--- src/rtl/rx_phase_derotator.sv ---
// rx_phase_derotator: tracks the per-shot phase-cycling index and removes the TX phase from each I/Q sample.
// Optional build macro RX_DEROT_SAT_EN: saturate the negation of the most-negative sample value.
module rx_phase_derotator #(
    parameter int DATA_W   = 16,
    parameter int N_PHASES = 3
) (
    input  logic                     clk,
    input  logic                     rst_n,
    input  logic [2*N_PHASES-1:0]    phase_list,
    input  logic                     shot_start,
    input  logic [15:0]              acq_len,
    input  logic                     s_valid,
    input  logic signed [DATA_W-1:0] s_i,
    input  logic signed [DATA_W-1:0] s_q,
    output logic                     m_valid,
    output logic signed [DATA_W-1:0] m_i,
    output logic signed [DATA_W-1:0] m_q,
    output logic [1:0]               m_phase,
    output logic [1:0]               shot_idx,
    output logic                     shot_done
);

    typedef enum logic [1:0] {IDLE, ACQ, DRAIN} state_t;

    localparam logic [DATA_W-1:0] MIN_VAL = {1'b1, {(DATA_W-1){1'b0}}};
    localparam logic [DATA_W-1:0] MAX_VAL = {1'b0, {(DATA_W-1){1'b1}}};

    state_t                     state;
    logic [15:0]                cnt;
    logic [15:0]                len;
    logic [1:0]                 cur_phase;
    logic                       first_shot;
    logic                       drain_second;
    logic [1:0]                 next_idx;
    logic [1:0]                 next_phase;
    logic                       accept;
    logic                       s1_valid;
    logic signed [DATA_W-1:0]   s1_i;
    logic signed [DATA_W-1:0]   s1_q;
    logic [1:0]                 s1_phase;
    logic signed [DATA_W-1:0]   rot_i;
    logic signed [DATA_W-1:0]   rot_q;

    function automatic logic signed [DATA_W-1:0] neg(input logic signed [DATA_W-1:0] x);
`ifdef RX_DEROT_SAT_EN
        neg = (x == MIN_VAL) ? MAX_VAL : -x;
`else
        neg = -x;
`endif
    endfunction

    always_comb begin
        next_idx = 2'd0;
        if (!first_shot && shot_idx != 2'(N_PHASES-1))
            next_idx = shot_idx + 2'd1;
    end

    // Entry 0 sits in the most-significant field of the packed list.
    always_comb begin
        next_phase = 2'd0;
        for (int k = 0; k < N_PHASES; k++)
            if (next_idx == 2'(k))
                next_phase = phase_list[2*(N_PHASES-1-k) +: 2];
    end

    // A sample arriving with shot_start belongs to the new shot.
    always_comb begin
        if (shot_start)
            accept = s_valid && (acq_len != 16'd0);
        else
            accept = s_valid && (state == ACQ);
    end

    always_ff @(posedge clk or negedge rst_n) begin
        if (!rst_n) begin
            state        <= IDLE;
            cnt          <= 16'd0;
            len          <= 16'd0;
            cur_phase    <= 2'd0;
            first_shot   <= 1'b1;
            drain_second <= 1'b0;
            shot_idx     <= 2'd0;
            shot_done    <= 1'b0;
        end else begin
            shot_done <= 1'b0;
            if (shot_start) begin
                shot_idx     <= next_idx;
                first_shot   <= 1'b0;
                cur_phase    <= next_phase;
                len          <= acq_len;
                drain_second <= 1'b0;
                cnt          <= accept ? 16'd1 : 16'd0;
                if (acq_len == 16'd0 || (accept && acq_len == 16'd1))
                    state <= DRAIN;
                else
                    state <= ACQ;
            end else begin
                case (state)
                    IDLE: ;
                    ACQ: begin
                        if (s_valid) begin
                            cnt <= cnt + 16'd1;
                            if (cnt + 16'd1 == len) begin
                                state        <= DRAIN;
                                drain_second <= 1'b0;
                            end
                        end
                    end
                    DRAIN: begin
                        // Second drain cycle lines up with the last sample leaving stage 2.
                        if (!drain_second) begin
                            drain_second <= 1'b1;
                            shot_done    <= 1'b1;
                        end else begin
                            state <= IDLE;
                        end
                    end
                    default: state <= IDLE;
                endcase
            end
        end
    end

    always_comb begin
        rot_i = s1_i;
        rot_q = s1_q;
        case (s1_phase)
            2'd1: begin rot_i = s1_q;      rot_q = neg(s1_i); end
            2'd2: begin rot_i = neg(s1_i); rot_q = neg(s1_q); end
            2'd3: begin rot_i = neg(s1_q); rot_q = s1_i;      end
            default: ;
        endcase
    end

    always_ff @(posedge clk or negedge rst_n) begin
        if (!rst_n) begin
            s1_valid <= 1'b0;
            s1_i     <= '0;
            s1_q     <= '0;
            s1_phase <= 2'd0;
            m_valid  <= 1'b0;
            m_i      <= '0;
            m_q      <= '0;
            m_phase  <= 2'd0;
        end else begin
            s1_valid <= accept;
            if (accept) begin
                s1_i     <= s_i;
                s1_q     <= s_q;
                s1_phase <= shot_start ? next_phase : cur_phase;
            end
            m_valid <= s1_valid;
            if (s1_valid) begin
                m_i     <= rot_i;
                m_q     <= rot_q;
                m_phase <= s1_phase;
            end
        end
    end

endmodule

--- config.mk ---
export PLATFORM = sky130hd
export DESIGN_NAME = rx_phase_derotator
export DESIGN_NICKNAME = d
export VERILOG_FILES = /design/src/rtl/rx_phase_derotator.sv
export SDC_FILE = /design/constraint.sdc
export NUM_CORES = 1
export LEC_CHECK = 0
export CAP_MARGIN = 0
export CORE_MARGIN = 5
export CORE_UTILIZATION = 27
export DETAILED_ROUTE_END_ITERATION = 16
export GPL_TIMING_DRIVEN = 0
export SETUP_SLACK_MARGIN = 0.5
export SYNTH_ARGS = -nofsm -noshare
export SYNTH_HDL_FRONTEND = slang
export SYNTH_SLANG_ARGS = --single-unit
--- constraint.sdc ---
create_clock -name clk -period 2.4 [get_ports clk]
set_clock_uncertainty 0.1 [all_clocks]
set_input_delay 0.48 -clock clk [delete_from_list [all_inputs] [get_ports clk]]
set_output_delay 0.48 -clock clk [all_outputs]
set_load 0.005 [all_outputs]
* After elaboration in Yosys (flattened, before gate mapping)
Cells that the tools add are included.
Widths: inputs -> output; s select.
** Operators by class
- $add $sub $neg :: 4
- Equality and inequality tests :: 14
- Muxes and demuxes :: 25
- Reductions and logical operators :: 16
** Operators by type and width (count)
- $pmux 16 s3 :: 2
- $mux 16 :: 3
- $neg 16->16 :: 2
- $mux 2 :: 10
- $add 16x1->16 const B :: 1
- $eq 16x1->1 const B :: 1
- $eq 16x16->1 :: 1
- $logic_not 16->1 :: 1
- $reduce_bool 16->1 :: 1
- $eq 2x2->1 const B :: 4
- $mux 1 :: 8
- $eq 2x1->1 const B :: 3
- $ne 3x3->1 const B :: 2
- $pmux 2 s3 :: 1
- $logic_and 1x1->1 :: 4
- $logic_not 2->1 :: 2
- $ne 2x2->1 const B :: 2
- $reduce_and 4->1 :: 1
- $reduce_bool 2->1 :: 2
- $ne 3x2->1 const B :: 1
- $reduce_and 3->1 :: 1
- $reduce_bool 3->1 :: 1
- $add 2x1->2 const B :: 1
- $pmux 1 s2 :: 1
- other kinds (3) :: 3
** Word-level totals
- Register bits after elaboration :: 111
- Input port bits :: 58
- Output and inout bits :: 38
- Logic and storage cells :: 75

* Logic depth before layout (Yosys ltp)
- Depth in word-level cells :: 8
- Mapped depth :: 8
- Mapped depth without buffers :: 8

* Least setup slack after synthesis
OpenSTA, ideal clock, no wires.
- Path type :: flip-flop to flip-flop
- From :: register s1_q[8]
- To :: register m_i[15]
- Setup time :: 0.065 ns
- Arrival time :: 2.452 ns
- Data required time :: 2.235 ns
- Path slack :: -0.217 ns
- Cell stages (with the launch flop) :: 7
- Buffers on the path :: 0
- Period minus slack after synthesis :: 2.617 ns
- Path through :: dfrtp_1 > or4_4 > or4b_4 > or4_4 > a32o_1 > a221oi_1 > mux2_2
** Between the ends
- Cells in the longest elaborated chain, start to end :: 2
** Ends and longest elaborated chain
- start, declared :: RTL line 39 : logic signed [DATA_W-1:0] s1_q;
- start signal, assigned :: RTL line 149 : s1_q <= s_q;
- $neg 16->16 :: RTL line 48 : neg = -x;
- $pmux 16 s3 :: RTL line 127 : case (s1_phase)
- end signal, assigned :: RTL line 154 : m_i <= rot_i;
- end, declared :: RTL line 16 : output logic signed [DATA_W-1:0] m_i,
No other way between the ends.
A chain may end at the register's enable or synchronous reset.

* Worst setup path in the final report
- From :: register s1_q[7]
- To :: register m_i[15]
The elaborated chain is that of the path after synthesis.

==> metrics.txt <==
# TYPE chip_impl_metric gauge
chip_impl_info{name="status",value="finished with violations"} 1
chip_impl_info{name="failed_checks",value="setup timing"} 1
chip_impl_metric{name="cp_data_required_time",unit="ps"} 2600
chip_impl_metric{name="maximum_number_of_pins_on_one_net_before_global_route_repair",unit=""} 58
chip_impl_metric{name="post_synthesis_mux_area_share",unit=""} 0.155
chip_impl_metric{name="route.detailed.drc",unit=""} 0
chip_impl_metric{name="ios",unit=""} 96
chip_impl_metric{name="dp_hpwl",unit="mm"} 13.1
chip_impl_info{name="yosys_most_used_dff",value="sky130_fd_sc_hd__dfrtp_1"} 1
chip_impl_info{name="grt_setup_unrepaired",value="true"} 1
chip_impl_metric{name="clock_sinks",unit=""} 111
chip_impl_metric{name="first_global_vias",unit=""} 5234
chip_impl_metric{name="slowest_delay",unit="ps"} 540
chip_impl_metric{name="simple_gate_share_of_the_synthesized_area",unit=""} 0.139
chip_impl_metric{name="final-seq-area",unit="sq um"} 2790
chip_impl_metric{name="postLayoutSetupSlackWorst",unit="ps"} -337
chip_impl_metric{name="gr-usage-all-layers",unit=""} 0.142
chip_impl_info{name="largest_family_of_logic_cells_by_synthesized_area",value="multiplexers"} 1
chip_impl_metric{name="clock_power_share",unit=""} 0.199
chip_impl_metric{name="start_util",unit=""} 0.273
chip_impl_metric{name="gr-total-overflow",unit=""} 0
chip_impl_info{name="critical_path.top_delay_family",value="simple AND/OR/NAND/NOR gates"} 1
chip_impl_metric{name="synth_enable_flop_cells",unit=""} 0
chip_impl_metric{name="postSynthNetCount",unit=""} 670
chip_impl_info{name="critical_path.most_common_cell",value="sky130_fd_sc_hd__or4_4"} 1
chip_impl_metric{name="vias_per_cell",unit=""} 5.02
chip_impl_metric{name="placeableCoreArea",unit="sq um"} 22600
chip_impl_metric{name="synthesis.area",unit="sq um"} 6190
chip_impl_metric{name="totalWireLength",unit="mm"} 18.9
chip_impl_metric{name="clock_latency",unit="ps"} 360
chip_impl_metric{name="die-area",unit="sq um"} 26100
chip_impl_metric{name="post_synth_num_cell_types",unit=""} 60
chip_impl_metric{name="yosys.area_share.xor_xnor",unit=""} 0.0807
chip_impl_metric{name="power_density",unit="nW/um^2"} 940
chip_impl_info{name="library_cell_used_as_clock_root_buffer",value="sky130_fd_sc_hd__clkbuf_16"} 1
chip_impl_info{name="timing.hold.worst.class",value="input pin to flop"} 1
chip_impl_metric{name="via_count",unit=""} 5312
chip_impl_metric{name="timing.fmax",unit="GHz"} 0.365
chip_impl_metric{name="async_set_reset_flop_share_out_of_synthesis",unit=""} 1.00
chip_impl_metric{name="area.growth.synth_to_final",unit="%"} 45.4
chip_impl_metric{name="cts_buffers",unit=""} 9
chip_impl_metric{name="final_cells",unit=""} 1059
chip_impl_metric{name="total_switching_power",unit="mW"} 2.98
chip_impl_metric{name="int_power",unit="mW"} 5.48
chip_impl_metric{name="final.setup.tns",unit="ps"} -1880
chip_impl_metric{name="hold_violations",unit=""} 0
chip_impl_metric{name="die_w",unit="um"} 161
chip_impl_metric{name="area_of_combinational_cells_with_multiple_inputs",unit="sq um"} 3760
chip_impl_metric{name="yosys_register_bits",unit=""} 111
chip_impl_metric{name="worst-path-stages",unit=""} 6
chip_impl_metric{name="layout_filler_cell_count",unit=""} 2143
chip_impl_info{name="setup.worst_path.class",value="flop to flop"} 1
chip_impl_info{name="timing.critical_path.to_type",value="flop"} 1
chip_impl_metric{name="grt_antenna_before_repair",unit=""} 5
chip_impl_metric{name="post-place-cells",unit=""} 989
chip_impl_metric{name="vdd_ir_drop_max",unit="V"} 0.000529
chip_impl_metric{name="synth_cells",unit=""} 608
chip_impl_metric{name="clockBufferDepth",unit=""} 2
chip_impl_metric{name="rows",unit=""} 55
chip_impl_metric{name="post-route-min-period",unit="ps"} 2740
chip_impl_metric{name="grt_first_pass_wirelength",unit="mm"} 29.3
chip_impl_metric{name="layout-drive-gt1-share",unit=""} 0.342
chip_impl_metric{name="number_of_antenna_violating_nets_in_the_routed_design",unit=""} 0
chip_impl_metric{name="post_synth_fa_ha_maj_area_fraction",unit=""} 0.00809
chip_impl_metric{name="cts.htree.levels",unit=""} 3
chip_impl_metric{name="synth-compound-area-share",unit=""} 0.125
chip_impl_metric{name="cellLeakagePower",unit="nW"} 3.75
chip_impl_metric{name="clock_slew_at_reported_path_ffs",unit="ps"} 80
chip_impl_metric{name="gp_congestion",unit=""} 0.839
chip_impl_metric{name="relSlewSlack",unit=""} 0.419
chip_impl_metric{name="wl_per_cell",unit="um"} 17.8
chip_impl_metric{name="finalNetCount",unit=""} 830
chip_impl_metric{name="worstPathArrival",unit="ps"} 2940
chip_impl_info{name="cts_tree",value="done"} 1
chip_impl_metric{name="final_min_period_over_clock_period",unit=""} 1.14
chip_impl_metric{name="vertical_die_dimension",unit="um"} 161
chip_impl_metric{name="final_util",unit=""} 0.397
chip_impl_metric{name="timing.final.max_slew_violations",unit=""} 0
chip_impl_info{name="crit_path_cell_trace",value="or4_4 > or4b_4 > or4_4 > a32o_1 > a221oi_2 > mux2_4"} 1
chip_impl_metric{name="yosysSeqAreaShare",unit=""} 0.449
chip_impl_info{name="top_library_cells_by_usage_in_the_layout_fill_and_taps_aside",value="sky130_fd_sc_hd__dfrtp_1, sky130_fd_sc_hd__clkdlybuf4s50_1, sky130_fd_sc_hd__buf_4"} 1
chip_impl_metric{name="p_sw_frac",unit=""} 0.352
chip_impl_info{name="mostFrequentLayoutCell",value="sky130_fd_sc_hd__dfrtp_1"} 1
chip_impl_metric{name="ys.warnings.count",unit=""} 0
chip_impl_metric{name="post_place_setup_slack",unit="ps"} -456
chip_impl_metric{name="timing.hold.ws",unit="ps"} 263
chip_impl_metric{name="maxcap_violations",unit=""} 0
chip_impl_metric{name="path_buf_inv",unit=""} 0
chip_impl_metric{name="detailedRoute.firstPassIterationCount",unit=""} 6
chip_impl_metric{name="crit_path_max_fanout",unit=""} 3
chip_impl_metric{name="comb_power_share",unit=""} 0.486
chip_impl_metric{name="r2r.worst_path.cells",unit=""} 6
chip_impl_metric{name="syn-mean-instance-area",unit="sq um"} 10.2
chip_impl_info{name="timing.critical_path.slowest_stage_cell",value="sky130_fd_sc_hd__or4_4"} 1
chip_impl_metric{name="seqPwrFrac",unit=""} 0.316
chip_impl_info{name="setup.worst_path.start_class",value="flop"} 1
chip_impl_metric{name="report.final.setup_viol",unit=""} 9
chip_impl_metric{name="tightestPinTransition",unit="ps"} 872
chip_impl_metric{name="first_iter_violations",unit=""} 389
chip_impl_metric{name="hold-path-cell-count",unit=""} 2
chip_impl_metric{name="port_buffers",unit=""} 95
## through the flow
| step | instance area, sq um | power (mW) |
|---|---|---|
| global placement | 7640 | 5.94 |
| floorplan | 6330 | 4.58 |
| CTS | 8580 | 8.09 |
| detailed placement | 7670 | 5.97 |
| finish | 9000 | 8.46 |
| global route | 9000 | 8.98 |
## path summary, 6_finish.rpt
check | slack, ps | endpoint | start
hold reg to reg | 310 | m_valid$_DFF_PN0_ | s1_valid$_DFF_PN0_
hold / removal | 260 | len[3]$_DFFE_PN0P_ | acq_len[3]
setup / recovery | -340 | m_i[15]$_DFFE_PN0P_ | s1_q[7]$_DFFE_PN0P_
max in group asynchronous | 960 | first_shot$_DFFE_PN1P_ | rst_n
setup reg to reg | -340 | m_i[15]$_DFFE_PN0P_ | s1_q[7]$_DFFE_PN0P_
min in group asynchronous | 530 | len[11]$_DFFE_PN0P_ | rst_n
## state kept, by name, indices dropped and copies added, names as in the netlist
signal	count
m_q	16
s1_i	16
cur_phase	2
m_valid	1
s1_phase	2
s1_valid	1
shot_idx	2
m_phase	2
shot_done	1
state	2
first_shot	1
len	16
s1_q	16
cnt	16
m_i	16
drain_second	1
## cell type report
| type | instances | share of cell area |
|---|---|---|
| well taps | 285 | 0.0396 |
| flip-flops and latches | 111 | 0.310 |
| plain buffers | 39 | 0.0314 |
| clock inverters | 7 | 0.0114 |
| multi-input cells | 439 | 0.418 |
| clock buffers | 9 | 0.0250 |
| repair buffers | 148 | 0.156 |
| inverters | 20 | 0.00876 |
| diodes | 1 | 0.000278 |
## power groups by stage
stage                     clock, mW  combinational [mW]  sequential, mW
after global placement            0                3.24            2.70
after CTS                      1.72                3.71            2.66
after floorplan                   0                1.94            2.64
after global routing           1.80                4.45            2.74
final                          1.68                4.11            2.67
after detailed placement          0                3.27            2.70
## kinds of logic after synthesis
group                    count (synthesis)
multiplexers                            85
adder cells (fa/ha/maj)                  4
XOR/XNOR                                57
buffers and inverters                   59
AO/OA/AOI/OAI                          125
AND/OR/NAND/NOR                        167
flip-flops                             111
## cells in the mapped netlist, drive strengths merged (2+ instances only)
library cell	number	share of area
dfrtp	110	0.44
mux2	67	0.12
o21ai	42	0.034
nand2	39	0.024
nor2	39	0.024
clkbuf	30	0.020
xor2	30	0.042
a21oi	29	0.023
xnor2	27	0.038
inv	20	0.012
nand3	18	0.015
nor3	17	0.015
mux2i	16	0.026
a31oi	11	0.011
or3	11	0.011
buf	9	0.012
o211ai	8	0.0097
o31ai	7	0.0085
and2	6	0.0061
nand4	6	0.0061
and3	5	0.0051
nor4	5	0.0051
a211oi	4	0.0049
a221oi	4	0.0057
ha	4	0.0081
and4	3	0.0042
nand2b	3	0.0030
nor2b	3	0.0030
o221ai	3	0.0042
o22ai	3	0.0030
or4	3	0.0051
a211o	2	0.0028
a222oi	2	0.0032
mux4	2	0.0073
nor4b	2	0.0028
o22a	2	0.0028
or4b	2	0.0038
## per-layer routing
layer | vias to the layer above | GRT usage | share of wire
met3 | 31 | 0.0329 | 0.050
met2 | 126 | 0.225 | 0.46
met4 | 8 | 0.0430 | 0.020
met1 | 2641 | 0.193 | 0.46
li1 | 2506 | - | -
met5 | - | 0 | 0.0024
## timing repair
item | CTS | global route
setup buffers | 33 | 14
endpoints found under the setup margin | 96 | 68
hold endpoints to repair | 16 | 0
hold buffers | 1 | 0
resized for setup | 136 | 97
gates cloned | 5 | 0
pin swaps | 42 | 36
Power figures use the tool's default switching activity.
